===== src/rtl/bin_to_bcd_seq.sv =====
// Sequential double-dabble binary-to-BCD converter: one shift per cycle, result W cycles after accept.
// Optional two's-complement input handling is enabled by defining BIN_TO_BCD_SIGN_EN (adds sign_out).
module bin_to_bcd_seq #(
  parameter int W = 8,
  parameter int D = 3
) (
  input  logic           clk,
  input  logic           rst_n,
  input  logic           in_valid,
  output logic           in_ready,
  input  logic [W-1:0]   bin_in,
  output logic           out_valid,
  input  logic           out_ready,
  output logic [4*D-1:0] bcd_out,
  output logic           overflow
`ifdef BIN_TO_BCD_SIGN_EN
  ,
  output logic           sign_out
`endif
);

  localparam int CW = $clog2(W + 1);

  localparam logic [1:0] IDLE = 2'd0;
  localparam logic [1:0] CONV = 2'd1;
  localparam logic [1:0] DONE = 2'd2;

  logic [1:0]     state;
  logic [CW-1:0]  cnt;
  logic [W-1:0]   opnd;
  logic [W-1:0]   mag;
  logic [4*D-1:0] acc;
  logic [4*D-1:0] adj;
  logic [4*D-1:0] shifted;

  assign in_ready  = (state == IDLE);
  assign out_valid = (state == DONE);

`ifdef BIN_TO_BCD_SIGN_EN
  // -2^(W-1) negates to itself, which read unsigned is the correct magnitude.
  assign mag = bin_in[W-1] ? ((~bin_in) + W'(1)) : bin_in;
`else
  assign mag = bin_in;
`endif

  always_comb begin
    adj = acc;
    for (int i = 0; i < D; i++) begin
      if (acc[4*i +: 4] >= 4'd5) begin
        adj[4*i +: 4] = acc[4*i +: 4] + 4'd3;
      end
    end
  end

  // The bit leaving the top digit is the decimal carry past 10^D.
  assign shifted = {adj[4*D-2:0], opnd[W-1]};

  always_ff @(posedge clk or negedge rst_n) begin
    if (!rst_n) begin
      state    <= IDLE;
      cnt      <= '0;
      opnd     <= '0;
      acc      <= '0;
      bcd_out  <= '0;
      overflow <= 1'b0;
`ifdef BIN_TO_BCD_SIGN_EN
      sign_out <= 1'b0;
`endif
    end else begin
      case (state)
        IDLE: begin
          if (in_valid) begin
            opnd     <= mag;
            acc      <= '0;
            overflow <= 1'b0;
            cnt      <= CW'(W);
            state    <= CONV;
`ifdef BIN_TO_BCD_SIGN_EN
            sign_out <= bin_in[W-1];
`endif
          end
        end
        CONV: begin
          acc  <= shifted;
          opnd <= {opnd[W-2:0], 1'b0};
          cnt  <= cnt - CW'(1);
          if (adj[4*D-1]) begin
            overflow <= 1'b1;
          end
          if (cnt == CW'(1)) begin
            bcd_out <= shifted;
            state   <= DONE;
          end
        end
        DONE: begin
          if (out_ready) begin
            state <= IDLE;
          end
        end
        default: state <= IDLE;
      endcase
    end
  end

endmodule

===== config.mk =====
export PLATFORM = sky130hd
export DESIGN_NAME = bin_to_bcd_seq
export DESIGN_NICKNAME = d
export VERILOG_FILES = /design/src/rtl/bin_to_bcd_seq.sv
export SDC_FILE = /design/constraint.sdc
export NUM_CORES = 1
export LEC_CHECK = 0
export ABC_AREA = 1
export BUFFER_PORTS_ARGS = -buffer_cell sky130_fd_sc_hd__buf_2
export CAP_MARGIN = 15
export CORE_ASPECT_RATIO = 1.1
export CORE_MARGIN = 3
export CORE_UTILIZATION = 35
export CTS_BUF_LIST = sky130_fd_sc_hd__clkbuf_16
export DETAILED_ROUTE_END_ITERATION = 8
export HOLD_SLACK_MARGIN = 0.1
export SYNTH_ARGS = -nofsm -noshare
export SYNTH_HDL_FRONTEND = slang
export SYNTH_SLANG_ARGS = --single-unit

===== constraint.sdc =====
create_clock -name clk -period 1.75 [get_ports clk]
set_input_delay 0.175 -clock clk [delete_from_list [all_inputs] [get_ports clk]]
set_output_delay 0.175 -clock clk [all_outputs]
set_load 0.005 [all_outputs]

# == Yosys cells after proc, flatten, opt, wreduce, memory -nomap -nowiden ==
# Index checks and enable logic that the tools add are counted.
# word_totals
out_inout_bits,15
inputBits,12
register_bits,39
elab_cells,42
# classes
reduce_logical,6
addsub,4
mux,16
n_eq_ne,7
order_cmp,3
# ops
operator,count
one-hot mux 12 bit (2 select lines),1
2-to-1 mux 4 bit,4
one-hot mux 8 bit (2 select lines),1
"adder 4 x 2 -> 4 bit, second input constant",3
"greater-or-equal comparator 4 x 3 -> 1 bit, second input constant",3
2-to-1 mux 12 bit,1
2-to-1 mux 8 bit,1
one-hot mux 4 bit (2 select lines),1
2-to-1 mux 2 bit,3
"!= test 2 bit, second input constant",3
one-hot mux 2 bit (3 select lines),1
AND reduction 3 bit,2
"equality test 4 x 1 -> 1 bit, second input constant",1
AND reduction 2 bit,2
"subtractor 4 x 1 -> 4 bit, second input constant",1
"equality test 2 x 1 -> 1 bit, second input constant",1
"equality test 2 bit, second input constant",1
logical NOT 2 bit,1
2-to-1 mux 1 bit,2
"!= test 2 x 1 -> 1 bit, second input constant",1
one-hot mux 1 bit (2 select lines),1
nonzero test 2 bit,1

# == Longest topological paths before layout ==
# Gate-level depths: netlist (run 1).
# depth
ltp_word,4
depth_mapped,8
mapped_depth_nobuf,8

# == Least setup slack after synthesis (run 1) ==
# No wires, ideal clock.
# synth_timing
path_type,reg-to-reg
start,register cnt[1]
end,register bcd_out[8]
period_less_slack_ps,1345
arrival_time_ps,1227
slack_ps,405
t_required_ps,1632
path_stages_with_launch,9
setup_ps,118
path_buffers,1
cell_sequence,dfrtp_1 > inv_1 > ha_1 > nand3_1 > nor2_8 > inv_2 > buf_6 > nand2_1 > nand2_1
# synth_via
elab_chain_len,2
# synth_lines
item,line,text
start: declaration,29,logic [CW-1:0] cnt;
start signal: assignment,76,cnt <= CW'(W);
start signal: assignment,86,cnt <= cnt - CW'(1);
equality test 4 x 1 -> 1 bit,90,if (cnt == CW'(1)) begin
AND reduction 2 bit (no line),-,
end signal: assignment,91,bcd_out <= shifted;
end: declaration,14,"output logic [4*D-1:0] bcd_out,"
# No other way between the ends.
# A chain may end at the register's enable or synchronous reset.

# == Worst setup path after layout (run 1) ==
# layout_timing
start,register cnt[1]
end,register bcd_out[7]
# The elaborated chain is that of the path after synthesis.

==> results.json, run 1 <==
{
  "cap_violations": 0,
  "nNetsFinal": 285,
  "power.density_nw_per_um2": 1830,
  "gp_congestion": 0.818,
  "max_freq_ghz": 0.677,
  "die_h_um": 83.5,
  "multi_input_comb_area_sq_um": 812,
  "cts_buffer_depth": 2,
  "worst_pin_slew_ns": 0.480,
  "placed_cells": 327,
  "cpPeakStageDelay_ns": 0.37,
  "crit_buf_inv": 2,
  "drcViolationCount": 0,
  "fin_crit_ns": 1.48,
  "leakagePower_nw": 1.22,
  "routed_wl_mm": 3.86,
  "synth-seq-area-share_pct": 51.0,
  "area_growth_pct": 19.0,
  "ant_nets": 0,
  "grt-ovfl-total": 0,
  "crit_chain": "inv_1, ha_1, nand3_1, nor2_8, inv_2, nand2_1, o21ai_0",
  "setup_violations": 0,
  "slew_headroom_pct": 68.0,
  "critPathMaxFanout": 16,
  "drt_iter0_markers": 61,
  "avgSynthCellArea_sq_um": 8.31,
  "syn_nets": 250,
  "n_antenna_cell": 0,
  "die-area_sq_um": 6390,
  "drv_slew": 0,
  "place_ws_ns": 0.276,
  "max-vdd-ir-drop_mv": 0.672,
  "pwr-share-clk_pct": 19.9,
  "finClkSkew_ns": 0.00302,
  "dr.pass1.iters": 5,
  "period_share_pct": 84.4,
  "fin_cells": 336,
  "worstSetupEndpointType": "flip-flop",
  "path_class": "flip-flop to flip-flop",
  "htreeDepth": 2,
  "syn_inst": 230,
  "slowest_stage": "dfrtp_1",
  "viasPerCell": 4.66,
  "seqPwrFrac_pct": 37.4,
  "p_sw_share_pct": 40.7,
  "hold_viol": 0,
  "setup_ws_ns": 0.274,
  "fillCellCount": 543,
  "clk_latency_ns": 0.28,
  "seqCellArea_sq_um": 976,
  "crit_family": "simple AND/OR/NAND/NOR gates",
  "routedWlPerCell_um": 11.5,
  "ys_ff_latch": 39,
  "io_pins": 27,
  "grt_use_total_pct": 13.3,
  "cts_tree": "built",
  "place_hpwl_mm": 2.81,
  "synth_area_sq_um": 1910,
  "arrival_ns": 1.62,
  "p_comb_share_pct": 42.7,
  "grt_setup_unrepaired": "false",
  "post_synth_num_cell_types": 22,
  "rows": 27,
  "clk_pin_slew_ns": 0.05,
  "numCtsBuffers": 5,
  "hold_class": "primary input to flip-flop",
  "layout-drive-gt1-share_pct": 15.5,
  "p_int_w": 0.00247,
  "clock_sinks": 39,
  "grt_max_degree": 21,
  "grt_antenna_before_repair": 0,
  "die_w_um": 76.5,
  "initial_core_util_pct": 37.2,
  "post-cts-setup-buffers": 0,
  "io_buffers": 26,
  "cp.required_ns": 1.90,
  "core-area_sq_um": 5130,
  "p_sw_w": 0.00170,
  "clock_tree.root_cell": "clkbuf_16",
  "cp-start-kind": "flip-flop",
  "dr_total_vias": 1567,
  "yosys_warnings": 0,
  "final.setup.tns_ns": 0,
  "outcome": "finished clean",
  "grt_pass1_vias": 1508,
  "grt_pass1_wl_mm": 6.89
}
-- what timing repair did --
item | 4_1_cts | 5_1_grt
endpoints found under the hold margin | 20 | 0
hold buffers | 3 | 0
setup endpoints to repair | 0 | 0
gates resized for setup | 0 | 0
-- metrics by stage --
step	utilization, %	hold WS [ns]	total power (W)	area [sq um]
after global placement	41.2	0.165	0.00334	2120
after global routing	44.3	0.127	0.00460	2280
final	44.3	0.114	0.00417	2280
after detailed placement	41.2	0.161	0.00338	2120
after CTS	44.3	0.108	0.00424	2280
after floorplan	-	-0.121	0.00288	1910
-- final cells by class --
class | instances | share of cell area, %
Sequential cell | 39 | 42.9
Multi-Input combinational cell | 164 | 35.7
Timing Repair Buffer | 32 | 8.03
Clock buffer | 5 | 5.50
Tap cell | 72 | 3.96
Inverter | 23 | 3.79
Clock inverter | 1 | 0.165
-- tightest hold or removal path, stage by stage --
cell,delay [ns]
buf_2,0.07
nand2_1,0.04
nand3_1,0.07
-- flip-flops by register name, summed over array words and instances (netlist names) --
| name | cells |
|---|---|
| acc | 12 |
| state | 2 |
| cnt | 4 |
| overflow | 1 |
| bcd_out | 12 |
| opnd | 8 |
-- power by group through the flow --
stage               Combinational, W  Sequential, W  Clock (W)
global placement             0.00177        0.00157          0
finish                       0.00178        0.00156   0.000831
detailed placement           0.00180        0.00158          0
CTS                          0.00181        0.00157   0.000861
floorplan                    0.00134        0.00154          0
global route                 0.00209        0.00163   0.000881
-- final timing paths --
kind                       slack (ns)  startpoint  depth (start not counted)    endpoint
max in group asynchronous        0.83       rst_n                          3      acc[7]
hold reg to reg                  0.47  bcd_out[3]                          2  bcd_out[3]
min in group asynchronous        0.39       rst_n                          2      acc[1]
setup / recovery                 0.27      cnt[1]                          7  bcd_out[7]
setup reg to reg                 0.27      cnt[1]                          7  bcd_out[7]
hold / removal                   0.11   bin_in[4]                          3     opnd[4]
-- metal layers --
layer / part of all wire (%) / GRT usage [%] / vias up
li1: - / - / 813
met2: 47 / 21.8 / 26
met1: 48 / 17.2 / 722
met4: 0.93 / 4.94 / 0
met5: 0 / 0 / -
met3: 4.1 / 3.02 / 6
-- cells in the mapped netlist --
cell,count,area share (%)
o22ai_1,5,1.6
a21boi_0,1,0.39
xnor2_1,1,0.46
nand3_1,30,7.9
nor2_1,5,0.98
inv_1,20,3.9
nor2_8,1,1.0
buf_4,1,0.39
inv_2,3,0.59
nand4_1,7,2.3
nor2_2,1,0.33
o31ai_1,1,0.39
clkbuf_8,1,0.72
o211ai_1,1,0.39
nand2_4,1,0.59
buf_6,1,0.59
ha_1,8,5.2
buf_2,1,0.26
nand2_2,1,0.33
dfrtp_1,39,51
o21ai_0,11,2.9
nand2_1,90,18
-- cells in the final DEF (no fill, tap or decap), types with 3 or more instances in the layout --
cell and count:
nand2_1 90, dfrtp_1 39, nand3_1 30, buf_2 26, inv_1 21, o21ai_0 11
ha_1 8, nand4_1 7, nor2_1 5, o22ai_1 5, clkbuf_16 5, inv_2 3
dlygate4sd3_1 3, buf_4 3
-- logic make-up (layout without fill, tap and decap cells) --
family / Yosys count / in the layout / share of synthesized area, %
compound gates: 19 / 19 / 5.69
xor+xnor: 1 / 1 / 0.458
fa+ha+maj: 8 / 8 / 5.24
simple gates: 136 / 136 / 31.1
buf+inv: 27 / 61 / 6.48
flops: 39 / 39 / 51.0
Note: power is estimated with default switching activity, not from simulation.
==> run 2, diff against run 1 <==
--- a/config.mk
+++ b/config.mk
@@ -5,7 +5,7 @@
 export SDC_FILE = /design/constraint.sdc
 export NUM_CORES = 1
 export LEC_CHECK = 0
-export ABC_AREA = 1
+export ABC_AREA = 0
 export BUFFER_PORTS_ARGS = -buffer_cell sky130_fd_sc_hd__buf_2
 export CAP_MARGIN = 15
 export CORE_ASPECT_RATIO = 1.1
==> constraint.sdc (replaced) <==
create_clock -name clk -period 1.4 [get_ports clk]
set_input_delay 0.14 -clock clk [delete_from_list [all_inputs] [get_ports clk]]
set_output_delay 0.14 -clock clk [all_outputs]
set_load 0.005 [all_outputs]
==> run 2 against run 1 <==
Effect of this change: the flow now finishes with violations (negative setup slack); sequential share of layout area decreased by 8.3 points; critical endpoint is now bcd_out[6]; first-iteration DRC count is 9.8% higher; die area is 0.12% higher; synthesized cell count shrank 20%; routed wire length up 22%; via count up 2.2%; critical path depth fell by 1; sequential cell count unchanged; total power rose by 72%; combinational power increased by 99%.
==> results.json, run 2 <==
{
  "grt_pass1_vias": 1655,
  "dr_total_vias": 1602,
  "p_int_w": 0.00460,
  "synth-simple-area-share_pct": 12.4,
  "clock_tree.root_cell": "clkbuf_16",
  "synth_compound_area_share_pct": 19.2,
  "clk_pin_slew_ns": 0.06,
  "finClkSkew_ns": 0.00676,
  "grt_use_met2_pct": 22.9,
  "avgSynthCellArea_sq_um": 10.4,
  "rr_worst_depth": 6,
  "gp_congestion": 0.714,
  "synth-seq-area-share_pct": 51.0,
  "clock_sinks": 39,
  "drt_iter0_markers": 67,
  "synth.top_cells.by_area": "dfrtp_1 51%, o21ai_0 6.3%, ha_1 5.2%",
  "whs_endpoint": "opnd[0]",
  "worst_pin_slew_ns": 0.375,
  "hold_depth": 2,
  "leakagePower_nw": 1.29,
  "cp.required_ns": 1.57,
  "fin_util_pct": 55.1,
  "core-area_sq_um": 5130,
  "hold_class": "primary input to flip-flop",
  "layout-drive-gt1-share_pct": 46.0,
  "rows": 27,
  "initial_core_util_pct": 37.3,
  "synthTopCellsByCount": "39 x dfrtp_1, 24 x o21ai_0, 18 x nand2_1",
  "slew_headroom_pct": 74.9,
  "grt-ovfl-total": 0,
  "io_pins": 27,
  "n_antenna_cell": 0,
  "synth_top_family_by_area": "compound AO/OA/AOI/OAI gates",
  "ant_nets": 0,
  "die_w_um": 76.5,
  "max_freq_ghz": 0.673,
  "stdcell_area_sq_um": 2830,
  "whs_ns": 0.125,
  "r2r_slack_ns": -0.09,
  "r2r-start": "cnt[1]",
  "synthXorXnorAreaFrac_pct": 1.37,
  "setup_ws_ns": -0.0858,
  "setup_violations": 7,
  "seqPwrFrac_pct": 29.9,
  "grt-busiest-layer": "met2",
  "critPathMaxFanout": 5,
  "die_h_um": 83.6,
  "muxShareOfSynthArea_pct": 6.01,
  "dr.pass1.iters": 5,
  "period_share_pct": 106,
  "htreeDepth": 2,
  "grtUsageMet3_pct": 3.78,
  "outcome": "finished with violations",
  "clk_latency_ns": 0.28,
  "max-vdd-ir-drop_mv": 1.15,
  "cp-start-kind": "flip-flop",
  "routedWlPerCell_um": 14.5,
  "final_cell_mix": "38 x dfrtp_1, 31 x buf_4, 26 x buf_2",
  "grt_setup_unrepaired": "true",
  "async_reset_ff_share_pct": 100,
  "synth_flop_cell": "dfrtp_1",
  "syn_inst": 184,
  "power.density_nw_per_um2": 2530,
  "place_hpwl_mm": 2.99,
  "p_sw_share_pct": 35.8,
  "pwr-share-clk_pct": 20.6,
  "drv_slew": 0,
  "path_class": "flip-flop to flip-flop",
  "fin_crit_ns": 1.49,
  "routed_wl_mm": 4.71,
  "worstSetupEndpointType": "flip-flop",
  "syn_nets": 204,
  "synth_edf_count": 0,
  "area_growth_pct": 47.8,
  "p_sw_w": 0.00256,
  "cts_tree": "built",
  "numCtsBuffers": 5,
  "dpl_cell_area_sq_um": 2330,
  "post_synth_num_cell_types": 32,
  "grt_antenna_before_repair": 0,
  "cts_buffer_depth": 2,
  "grt_util_met1_pct": 20.5,
  "nNetsFinal": 271,
  "drcViolationCount": 0,
  "grt_max_degree": 26,
  "violations": "negative setup slack",
  "fillCellCount": 454,
  "ys_ff_latch": 39,
  "worstHoldStart": "bin_in[0]",
  "p_comb_share_pct": 49.5,
  "reg_top3": "acc: 12 flops, bcd_out: 12 flops, opnd: 8 flops",
  "arrival_ns": 1.65,
  "synth_area_sq_um": 1910,
  "die-area_sq_um": 6390,
  "synth_top_area_share_pct": 51.0,
  "place_ws_ns": -0.152,
  "viasPerCell": 4.94,
  "cap_violations": 0,
  "r2r-end": "bcd_out[6]",
  "yosys_warnings": 0,
  "synth-adder-area-share_pct": 5.23,
  "layout_commonest_cell": "dfrtp_1",
  "hold_viol": 0,
  "grt_use_total_pct": 15.1,
  "io_buffers": 26,
  "yosys.area.top_type": "dfrtp_1",
  "grt_pass1_wl_mm": 7.85,
  "yosysMostFrequentCell": "dfrtp_1"
}
run 2: cell families (layout without fill, tap and decap cells):
logic type | after synthesis | in the layout
AO/OA/AOI/OAI | 62 | 62
XOR/XNOR | 3 | 3
adder cells (fa/ha/maj) | 8 | 8
buffers and inverters | 18 | 85
flip-flops | 39 | 39
multiplexers | 9 | 9
AND/OR/NAND/NOR | 45 | 46
run 2: area by class of cell:
type,count,area [sq um],share of cell area (%)
multi-input cells,128,1060,37.4
flip-flops and latches,39,977,34.5
repair buffers,66,470,16.6
clock buffers,5,125,4.42
well taps,72,90.1,3.18
clock inverters,3,67.6,2.39
inverters,11,41.3,1.46
run 2: worst max-delay path by stage:
stage | slack, ns | to | start | cells past startpoint
3_5_place_dp | -0.15 | bcd_out[3] | cnt[1] | 6
5_1_grt | -0.16 | bcd_out[6] | cnt[1] | 6
6_report | -0.09 | bcd_out[6] | cnt[1] | 6
3_3_place_gp | -0.07 | bcd_out[2] | acc[0] | 5
2_1_floorplan | -0.004 | bcd_out[10] | acc[8] | 6
4_1_cts | -0.06 | bcd_out[10] | cnt[1] | 5
run 2: critical path, stage by stage, from the launching register on:
cell and delay, ns:
dfrtp_1 0.38, inv_2 0.08, ha_4 0.12, nor3b_4 0.26, buf_6 0.16, nand2_8 0.06, mux2_4 0.31
run 2: what timing repair did:
item | 4_1_cts | 5_1_grt
hold buffers | 2 | 0
endpoints found under the hold margin | 15 | 0
gates resized for setup | 15 | 41
cloned | 0 | 1
setup buffers | 2 | 6
setup endpoints to repair | 16 | 22
pin swaps | 5 | 15
run 2: power groups by stage:
stage / Clock (W) / Combinational (W) / Sequential [W]
3_3_place_gp: 0 / 0.00265 / 0.00206
5_1_grt: 0.00156 / 0.00393 / 0.00222
4_1_cts: 0.00150 / 0.00303 / 0.00208
2_1_floorplan: 0 / 0.00169 / 0.00202
3_5_place_dp: 0 / 0.00274 / 0.00206
6_report: 0.00148 / 0.00355 / 0.00214
run 2: layer usage:
layer,share of wire [%],up-vias
met5,0,-
met4,0.85,0
met3,4.8,4
met2,48,48
met1,46,759
li1,-,791
run 2: stage by stage:
step / cells / power, W / TNS, ns
floorplan: 184 / 0.00371 / -0.00387
global placement: 305 / 0.00471 / -0.687
detailed placement: 305 / 0.00480 / -1.41
CTS: 317 / 0.00662 / -0.477
global route: 324 / 0.00772 / -1.66
finish: 324 / 0.00716 / -0.348
